### config.mk
export PLATFORM = sky130hd
export DESIGN_NAME = flow_control_mc_flat
export DESIGN_NICKNAME = d
export VERILOG_FILES = /design/src/rtl/flow_control_mc_pkg.sv /design/src/rtl/flow_control_mc_if.sv /design/src/rtl/flow_control_mc_ch.sv /design/src/rtl/flow_control_mc.sv /design/src/flat_wrapper.sv
export SDC_FILE = /design/constraint.sdc
export NUM_CORES = 1
export LEC_CHECK = 0
export ABC_AREA = 0
export CORE_UTILIZATION = 44
export CTS_BUF_LIST = sky130_fd_sc_hd__clkbuf_2
export DETAILED_ROUTE_END_ITERATION = 8
export PLACE_DENSITY = 0.82
export SETUP_SLACK_MARGIN = 0.1
export SYNTH_ARGS = -nofsm -noshare
export SYNTH_HDL_FRONTEND = slang
export SYNTH_SLANG_ARGS = --single-unit
### constraint.sdc
create_clock -name clk -period 2.85 [get_ports clk]
set_input_delay 0.7125 -clock clk [delete_from_list [all_inputs] [get_ports clk]]
set_output_delay 0.7125 -clock clk [all_outputs]
set_load 0.005 [all_outputs]
### src/rtl/flow_control_mc_pkg.sv
// Shared definitions for the multi-channel FIFO flow controller:
// global FSM encodings, default sizing and the occupancy-width helper.
package flow_control_mc_pkg;

    typedef enum logic [2:0] {
        ST_RESET  = 3'd0,
        ST_INIT   = 3'd1,
        ST_IDLE   = 3'd2,
        ST_ACTIVE = 3'd3,
        ST_ERROR  = 3'd4
    } state_t;

    // Occupancy counters must represent 0..depth inclusive.
    function automatic int count_width(input int depth);
        return $clog2(depth + 1);
    endfunction

    localparam int NUM_CH_DEF = 4;
    localparam int DEPTH_DEF  = 8;
    localparam int DEF_AE_DEF = 1;
    localparam int DEF_AF_DEF = 7;
    localparam int CW_DEF     = count_width(DEPTH_DEF);

endpackage

### src/rtl/flow_control_mc_if.sv
// FIFO-bank side of the flow controller: per-channel occupancy and strobes
// coming from the FIFOs, and the registered flow/status flags going back
// towards the upstream arbiter.
interface flow_control_mc_if
    import flow_control_mc_pkg::*;
#(
    parameter int NUM_CH = NUM_CH_DEF,
    parameter int CW     = CW_DEF
);

    logic [NUM_CH*CW-1:0] fifo_count;
    logic [NUM_CH-1:0]    fifo_push;
    logic [NUM_CH-1:0]    fifo_pop;
    logic [NUM_CH-1:0]    fifo_empty;
    logic [NUM_CH-1:0]    fifo_full;
    logic [NUM_CH-1:0]    error_in;

    logic [NUM_CH-1:0]    pause;
    logic [NUM_CH-1:0]    cont;
    logic [NUM_CH-1:0]    empty_out;
    logic [NUM_CH-1:0]    full_out;
    logic [NUM_CH-1:0]    error_ch;

    // FIFO bank / environment side
    modport master (
        output fifo_count, fifo_push, fifo_pop, fifo_empty, fifo_full, error_in,
        input  pause, cont, empty_out, full_out, error_ch
    );

    // Flow controller side
    modport slave (
        input  fifo_count, fifo_push, fifo_pop, fifo_empty, fifo_full, error_in,
        output pause, cont, empty_out, full_out, error_ch
    );

endinterface

### src/rtl/flow_control_mc_ch.sv
// One channel of the flow controller: pause/continue hysteresis on the
// FIFO occupancy, protocol error detection with a sticky flag, and
// registered empty/full status. The mode inputs describe the state the
// global FSM is entering, so every output lands one cycle after its inputs.
module flow_control_mc_ch #(
    parameter int DEPTH = 8,
    parameter int CW    = 4
) (
    input  logic          clk,
    input  logic          reset_L,
    input  logic [CW-1:0] thr_ae,
    input  logic [CW-1:0] thr_af,
    input  logic [CW-1:0] count,
    input  logic          push,
    input  logic          pop,
    input  logic          empty,
    input  logic          full,
    input  logic          err_in,
    input  logic          enable,     // FSM currently in IDLE/ACTIVE: check for errors
    input  logic          freeze,     // FSM entering ERROR
    input  logic          clear,      // FSM entering INIT
    output logic          err_det,
    output logic          pause,
    output logic          cont,
    output logic          empty_out,
    output logic          full_out,
    output logic          error_ch
);

    logic [CW-1:0] count_c;
    logic          pause_d;
    logic          cont_d;

    // Error sources: FIFO-reported, overflow (write into full without a
    // simultaneous read) and underflow (read from empty).
    always_comb begin
        err_det = enable & (err_in | (push & full & ~pop) | (pop & empty));
    end

    // Occupancy clamp plus pause/continue hysteresis; INIT forces both low,
    // ERROR holds the source off.
    always_comb begin
        count_c = (count > CW'(DEPTH)) ? CW'(DEPTH) : count;
        pause_d = pause;
        cont_d  = 1'b0;
        if (clear) begin
            pause_d = 1'b0;
            cont_d  = 1'b0;
        end else if (freeze) begin
            pause_d = 1'b1;
            cont_d  = 1'b0;
        end else begin
            if (count_c >= thr_af) begin
                pause_d = 1'b1;
            end else if (count_c <= thr_ae) begin
                pause_d = 1'b0;
            end
            cont_d = (count_c <= thr_ae);
        end
    end

    // Output registers; the error flag is sticky until the FSM re-enters INIT.
    always_ff @(posedge clk or negedge reset_L) begin
        if (!reset_L) begin
            pause     <= 1'b0;
            cont      <= 1'b0;
            empty_out <= 1'b0;
            full_out  <= 1'b0;
            error_ch  <= 1'b0;
        end else begin
            pause     <= pause_d;
            cont      <= cont_d;
            empty_out <= empty;
            full_out  <= full;
            error_ch  <= clear ? 1'b0 : (error_ch | err_det);
        end
    end

endmodule

### src/rtl/flow_control_mc.sv
// Multi-channel registered flow controller for the FIFO bank. Holds the
// global RESET/INIT/IDLE/ACTIVE/ERROR sequencer and the programmable
// thresholds, and instantiates one flow_control_mc_ch per FIFO.
module flow_control_mc
    import flow_control_mc_pkg::*;
#(
    parameter  int NUM_CH = NUM_CH_DEF,
    parameter  int DEPTH  = DEPTH_DEF,
    parameter  int DEF_AE = DEF_AE_DEF,
    parameter  int DEF_AF = DEF_AF_DEF,
    localparam int CW     = count_width(DEPTH)
) (
    input  logic                   clk,
    input  logic                   reset_L,
    input  logic                   init,
    input  logic [CW-1:0]          umbral_ae,
    input  logic [CW-1:0]          umbral_af,
    flow_control_mc_if.slave       bus,
    output logic                   error_out,
    output logic                   idle_out,
    output logic [2:0]             state
);

    state_t            state_q;
    state_t            state_d;
    logic [CW-1:0]     thr_ae;
    logic [CW-1:0]     thr_af;
    logic              ch_enable;
    logic              ch_freeze;
    logic              ch_clear;
    logic [NUM_CH-1:0] err_det;
    logic [NUM_CH-1:0] pause_v;
    logic [NUM_CH-1:0] cont_v;
    logic [NUM_CH-1:0] empty_v;
    logic [NUM_CH-1:0] full_v;
    logic [NUM_CH-1:0] error_v;

    // State register.
    always_ff @(posedge clk or negedge reset_L) begin
        if (!reset_L) begin
            state_q <= ST_RESET;
        end else begin
            state_q <= state_d;
        end
    end

    // Next-state logic: init always wins, then errors, then empty tracking.
    always_comb begin
        state_d = state_q;
        case (state_q)
            ST_RESET:  state_d = ST_INIT;
            ST_INIT:   if (!init) state_d = ST_IDLE;
            ST_IDLE: begin
                if (init)                    state_d = ST_INIT;
                else if (|err_det)           state_d = ST_ERROR;
                else if (!(&bus.fifo_empty)) state_d = ST_ACTIVE;
            end
            ST_ACTIVE: begin
                if (init)                    state_d = ST_INIT;
                else if (|err_det)           state_d = ST_ERROR;
                else if (&bus.fifo_empty)    state_d = ST_IDLE;
            end
            ST_ERROR:  if (init) state_d = ST_INIT;
            default:   state_d = ST_RESET;
        endcase
    end

    // Channel mode strobes: errors are checked in the current state, while
    // the output behaviour follows the state being entered.
    always_comb begin
        ch_enable = (state_q == ST_IDLE) || (state_q == ST_ACTIVE);
        ch_freeze = (state_d == ST_ERROR);
        ch_clear  = (state_d == ST_INIT);
    end

    // Threshold registers; an ordering that would make the hysteresis band
    // empty or inverted is rejected and the previous values kept.
    always_ff @(posedge clk or negedge reset_L) begin
        if (!reset_L) begin
            thr_ae <= CW'(DEF_AE);
            thr_af <= CW'(DEF_AF);
        end else if ((state_q == ST_INIT) && init && (umbral_ae < umbral_af)) begin
            thr_ae <= umbral_ae;
            thr_af <= umbral_af;
        end
    end

    // Global status flags, registered alongside the channel outputs.
    always_ff @(posedge clk or negedge reset_L) begin
        if (!reset_L) begin
            error_out <= 1'b0;
            idle_out  <= 1'b0;
        end else begin
            error_out <= ch_clear ? 1'b0 : (error_out | (|err_det));
            idle_out  <= (state_d == ST_IDLE);
        end
    end

    for (genvar i = 0; i < NUM_CH; i++) begin : g_ch
        flow_control_mc_ch #(
            .DEPTH (DEPTH),
            .CW    (CW)
        ) u_ch (
            .clk       (clk),
            .reset_L   (reset_L),
            .thr_ae    (thr_ae),
            .thr_af    (thr_af),
            .count     (bus.fifo_count[i*CW +: CW]),
            .push      (bus.fifo_push[i]),
            .pop       (bus.fifo_pop[i]),
            .empty     (bus.fifo_empty[i]),
            .full      (bus.fifo_full[i]),
            .err_in    (bus.error_in[i]),
            .enable    (ch_enable),
            .freeze    (ch_freeze),
            .clear     (ch_clear),
            .err_det   (err_det[i]),
            .pause     (pause_v[i]),
            .cont      (cont_v[i]),
            .empty_out (empty_v[i]),
            .full_out  (full_v[i]),
            .error_ch  (error_v[i])
        );
    end

    assign bus.pause     = pause_v;
    assign bus.cont      = cont_v;
    assign bus.empty_out = empty_v;
    assign bus.full_out  = full_v;
    assign bus.error_ch  = error_v;
    assign state         = state_q;

endmodule

### src/flat_wrapper.sv
// flat-port wrapper written by rule: the top's interface ports become plain ports
module flow_control_mc_flat import flow_control_mc_pkg::*;
#(
    parameter  int NUM_CH = NUM_CH_DEF,
    parameter  int DEPTH  = DEPTH_DEF,
    parameter  int DEF_AE = DEF_AE_DEF,
    parameter  int DEF_AF = DEF_AF_DEF,
    localparam int CW     = count_width(DEPTH)
)
  (clk, reset_L, init, umbral_ae, umbral_af, error_out, idle_out, state, bus_fifo_count, bus_fifo_push, bus_fifo_pop, bus_fifo_empty, bus_fifo_full, bus_error_in, bus_pause, bus_cont, bus_empty_out, bus_full_out, bus_error_ch);
  flow_control_mc_if #(.NUM_CH(NUM_CH), .CW(4)) bus_i ();
  input  logic clk;
  input  logic reset_L;
  input  logic init;
  input  logic [CW-1:0] umbral_ae;
  input  logic [CW-1:0] umbral_af;
  output logic error_out;
  output logic idle_out;
  output logic [2:0] state;
  input wire logic [$bits(bus_i.fifo_count)-1:0] bus_fifo_count;
  input wire logic [$bits(bus_i.fifo_push)-1:0] bus_fifo_push;
  input wire logic [$bits(bus_i.fifo_pop)-1:0] bus_fifo_pop;
  input wire logic [$bits(bus_i.fifo_empty)-1:0] bus_fifo_empty;
  input wire logic [$bits(bus_i.fifo_full)-1:0] bus_fifo_full;
  input wire logic [$bits(bus_i.error_in)-1:0] bus_error_in;
  output wire logic [$bits(bus_i.pause)-1:0] bus_pause;
  output wire logic [$bits(bus_i.cont)-1:0] bus_cont;
  output wire logic [$bits(bus_i.empty_out)-1:0] bus_empty_out;
  output wire logic [$bits(bus_i.full_out)-1:0] bus_full_out;
  output wire logic [$bits(bus_i.error_ch)-1:0] bus_error_ch;
  assign bus_i.fifo_count = bus_fifo_count;
  assign bus_i.fifo_push = bus_fifo_push;
  assign bus_i.fifo_pop = bus_fifo_pop;
  assign bus_i.fifo_empty = bus_fifo_empty;
  assign bus_i.fifo_full = bus_fifo_full;
  assign bus_i.error_in = bus_error_in;
  assign bus_pause = bus_i.pause;
  assign bus_cont = bus_i.cont;
  assign bus_empty_out = bus_i.empty_out;
  assign bus_full_out = bus_i.full_out;
  assign bus_error_ch = bus_i.error_ch;
  flow_control_mc #(.NUM_CH(NUM_CH), .DEPTH(DEPTH), .DEF_AE(DEF_AE), .DEF_AF(DEF_AF)) u_core (.clk(clk), .reset_L(reset_L), .init(init), .umbral_ae(umbral_ae), .umbral_af(umbral_af), .bus(bus_i), .error_out(error_out), .idle_out(idle_out), .state(state));
endmodule
# Yosys cells after proc, flatten, opt, wreduce, memory -nomap -nowiden
# Cells that the tools add are included.
[word_totals]
output_inout_bits = 25
word_cells = 130
in_bits = 47
reg_bits = 33
[op_classes]
n_mux = 42
reduce_logical = 10
n_bitwise = 33
n_eq_ne = 7
magnitude_cmp = 13
[op_table]
columns = ["op", "count"]
rows = [
  ["1-bit 2-to-1 mux", 29],
  ["3-bit 2-to-1 mux", 8],
  ["1-bit AND", 16],
  ["4-bit greater-or-equal comparator", 4],
  ["4-bit > comparator (second input constant)", 4],
  ["4-bit less-or-equal comparator", 4],
  ["4-bit 2-to-1 mux", 4],
  ["4-bit nonzero test", 4],
  ["3-bit one-hot mux with 5 select lines", 1],
  ["1-bit bitwise OR", 13],
  ["3-bit by 2-bit equality test with 1-bit output (second input constant)", 3],
  ["3-bit by 1-bit equality test with 1-bit output (second input constant)", 2],
  ["3-bit equality test (second input constant)", 2],
  ["4-bit < comparator", 1],
  ["1-bit NOT", 4],
  ["4-bit AND reduction", 1],
  ["4-bit OR reduction", 1],
  ["3-bit zero test", 1],
  ["1-bit logical AND", 2],
  ["1-bit logical OR", 1],
]

# Logic depth before layout (Yosys ltp)
[logic_depth]
ltp_word = 12
mapped_depth = 7
mapped_depth_nobuf = 7

# Hierarchy
# A second synthesis with hierarchy kept.
[hier_totals]
cells_unflattened = 220
hier_area_um2 = 2193.4
[modules_own_cells]
columns = ["module", "cells_per_inst", "n_inst", "seq_area_each_um2", "area_per_inst_um2"]
rows = [
  ["flow_control_mc_ch", 42, 4, 125.1, 389.1],
  ["flow_control_mc", 52, 1, 330.3, 636.9],
]

# Worst setup path after synthesis
# Ideal clock, no wire load.
[synth_timing]
path_type = "input-to-reg"
startpoint = "input umbral_af[1]"
endpoint = "register u_core.thr_ae[1]"
stages = 6
path_buffers = 0
arrival_time_ps = 2315
slack_ps = 410
setup_ps = 125
required_time_ps = 2725
path_cell_list = "inv_1 -> ha_1 -> a21o_1 -> a21o_1 -> a2111oi_4 -> mux2_2"
[synth_between]
elab_chain_cells = 2
[synth_rtl]
columns = ["element", "line_no", "text"]
rows = [
  ["start, declared", "flat_wrapper.sv:16", "input logic [CW-1:0] umbral_af;"],
  ["4-bit < comparator", "flow_control_mc.sv:82", "end else if ((state_q == ST_INIT) && init && (umbral_ae < umbral_af)) begin"],
  ["1-bit logical AND", "flow_control_mc.sv:82", ""],
  ["end signal, assigned", "flow_control_mc.sv:80", "thr_ae <= CW'(DEF_AE);"],
  ["end signal, assigned", "flow_control_mc.sv:83", "thr_ae <= umbral_ae;"],
  ["end, declared", "flow_control_mc.sv:26", "logic [CW-1:0] thr_ae;"],
]
# Every way passes these cells.
# A chain may end at the register's enable or synchronous reset.

# Final worst setup path
[layout_timing]
startpoint = "input umbral_af[1]"
endpoint = "register u_core.thr_ae[3]"
# The elaborated chain is that of the path after synthesis.

==> impl_metrics.py <==
metrics = {
    "outcome": {
        "status": "complete, no violations",
    },
    "cts": {
        "clkLatencyLatePin_ns": 0.38,
        "post-cts-setup-buffer-count": 0,
        "root_buffer": "clkbuf_2",
        "cts_buffer_depth": 2,
        "htreeDepth": 2,
        "ctsHoldBuffers": 0,
        "path_clk_slew_ns": 0.17,
        "post_cts_resize_count": 0,
        "cts_sinks": 33,
        "cts_inserted_buffers": 5,
        "cts_tree": "yes",
    },
    "global_route": {
        "antenna_found_initial": 0,
        "grt_first_pass_wirelength_um": 8110,
        "track_usage_pct": 19.9,
        "grt_max_degree": 34,
        "grt_pass1_vias": 1823,
        "grt_overflow_total": 0,
    },
    "yosys": {
        "ys_warn_count": 0,
        "postSynthAreaPerCell_um2": 9.93,
        "synth_seq_area_share_pct": 37.2,
        "ys_types": 31,
        "synthCells": 225,
        "ys_ff_latch": 33,
        "synth_area_um2": 2230,
        "syn_nets": 307,
    },
    "timing": {
        "worst_slew_pin_slew_ns": 0.525,
        "drv_slew": 0,
        "finalSetupViolations": 0,
        "grt_setup_unrepaired": "no",
        "fin_skew_ns": 0.0172,
        "fin_ws_ns": 0.409,
        "post-route-period-util_pct": 85.6,
        "hold_viol_final": 0,
        "period_minus_slack_ns": 2.44,
        "max_slew_margin_pct": 64.6,
        "fmax_ghz": 0.410,
    },
    "placement": {
        "gp_congestion": 0.827,
        "place.detailed.hpwl_um": 4080,
        "portBuffers": 71,
        "dp_slack_ns": -0.0190,
        "post-place-cells": 349,
    },
    "routing": {
        "wl_um": 4990,
        "drc": 0,
        "vias": 1835,
        "drtPass1Iterations": 5,
        "drt_iter0_drc": 72,
        "avgViaCountPerCell": 5.14,
        "ant_nets": 0,
        "wire_per_inst_um": 14.0,
    },
    "die": {
        "start_util_pct": 46.4,
        "die_h_um": 73.3,
        "core_area_um2": 4820,
        "rows": 25,
        "ios": 72,
        "die_area_um2": 5370,
        "fp.dieW_um": 73.3,
    },
    "cells_and_area": {
        "final_cell_mix": "clkdlybuf4s50_1, ha_1, dfrtp_1",
        "drive_above_1_share_pct": 8.97,
        "diodes": 0,
        "area_delta_synth_final_pct": 34.2,
        "stdcell_count": 357,
        "nets": 371,
        "layout.core_utilization_pct": 62.2,
        "final_common_cell": "clkdlybuf4s50_1",
    },
    "setup_path": {
        "r2r_slack_ns": 0.82,
        "cp_slowest_cell": "clkdlybuf4s50_1",
        "cp.buffers_inverters": 3,
        "worstPathRequired_ns": 3.14,
        "critPathTopFamily": "buffers and inverters",
        "cp-end-kind": "register",
        "crit_chain": "clkdlybuf4s50_1, inv_1, ha_1, a21o_1, a21o_1, a2111oi_4, buf_4, mux2_2",
        "worstPathArrival_ns": 2.73,
        "critPathLaunchType": "input port",
        "cp_max_fo": 7,
        "crit_top_cell": "a21o_1",
        "critPathKind": "input port to register",
        "slowest_delay_ns": 0.45,
    },
    "pwr": {
        "peakVddDrop_mv": 0.465,
        "p_leak_nw": 1.35,
        "p_per_area_nw_per_um2": 644,
        "power_w": 0.00193,
    },
    "worst_hold_path": {
        "min_path_type": "register to register",
    },
    "flow_run": {
        "cap_viol_max_count": 0,
    },
}
-- stage by stage --
step                instance area [um^2]  setup TNS, ns  hold WS, ns
finish                              3000              0        0.537
floorplan                           2230              0        0.417
detailed placement                  2930        -0.0373        0.502
global placement                    2930              0        0.492
CTS                                 3000              0        0.540
global route                        3000              0        0.558
-- state kept, by name, summed over array words and instances, names as in the netlist --
| name | count |
|---|---|
| u_core.error_out | 1 |
| u_core.g_ch.u_ch.cont | 4 |
| u_core.g_ch.u_ch.empty_out | 4 |
| u_core.g_ch.u_ch.error_ch | 4 |
| u_core.g_ch.u_ch.full_out | 4 |
| u_core.g_ch.u_ch.pause | 4 |
| u_core.idle_out | 1 |
| u_core.state | 3 |
| u_core.thr_ae | 4 |
| u_core.thr_af | 4 |
-- power breakdown --
part	internal, W	switching (W)
clock	0.000145	0.000164
combinational	0.000483	0.000448
sequential	0.000603	0.0000867
total	0.00123	0.000699
-- cell type report --
cell class / instances / area [um^2]
clock buffer: 5 / 25.0
inverter: 17 / 63.8
timing repair buffer: 79 / 771
fill: 420 / 1820
multi-input combinational: 153 / 1180
tap: 67 / 83.8
clock inverter: 3 / 41.3
sequential: 33 / 831
-- Yosys cell counts, drive strengths merged --
cell     instances  area, um^2
nor4             1        6.26
inv             17        63.8
o21a             4        30.0
dfrtp           29         726
nor2b           14        87.6
and4             1        8.76
o41ai            4        35.0
a21oi           21         105
nand2b           6        37.5
o21ai           17        85.1
nand4            4        25.0
a2111oi          1        27.5
o21bai           1        7.51
a211o            3        26.3
ha              35         438
clkbuf           2        7.51
or2b             1        8.76
o31ai            1        7.51
nor3             5        25.0
dfstp            4         105
nand2            7        26.3
nor2             9        33.8
nand3            1        5.00
buf             20         150
a21boi           1        7.51
a221o            1        10.0
mux2i            3        30.0
a211oi           2        15.0
nand3b           1        7.51
mux2             5        56.3
a21o             4        30.0
-- kinds of logic (layout without fill, tap and decap cells) --
group | Yosys count | after routing | synth area share (%)
buffers and inverters | 39 | 104 | 9.91
flip-flops | 33 | 33 | 37.2
adder cells (fa/ha/maj) | 35 | 35 | 19.6
AO/OA/AOI/OAI | 60 | 60 | 17.3
AND/OR/NAND/NOR | 50 | 50 | 12.2
multiplexers | 8 | 8 | 3.86
-- per-layer routing --
metal / vias up / GRT usage (%) / wire (um)
met5: - / 0 / 0
li1: 913 / - / -
met4: 0 / 8.50 / 87
met1: 870 / 24.3 / 2220
met3: 8 / 3.29 / 171
met2: 44 / 34.7 / 2510
-- path summary, 6_finish.rpt --
kind,endpoint,start,depth (start not counted)
worst min-delay path,u_core.thr_ae[1],u_core.thr_ae[1],1
worst max-delay path,u_core.thr_ae[3],umbral_af[1],8
min in group asynchronous,u_core.g_ch[0].u_ch.full_out,reset_L,2
worst min register to register,u_core.thr_ae[1],u_core.thr_ae[1],1
max in group asynchronous,u_core.thr_ae[0],reset_L,2
worst max register to register,u_core.g_ch[2].u_ch.pause,u_core.thr_ae[1],7
Note: power is estimated with default switching activity, not from simulation.
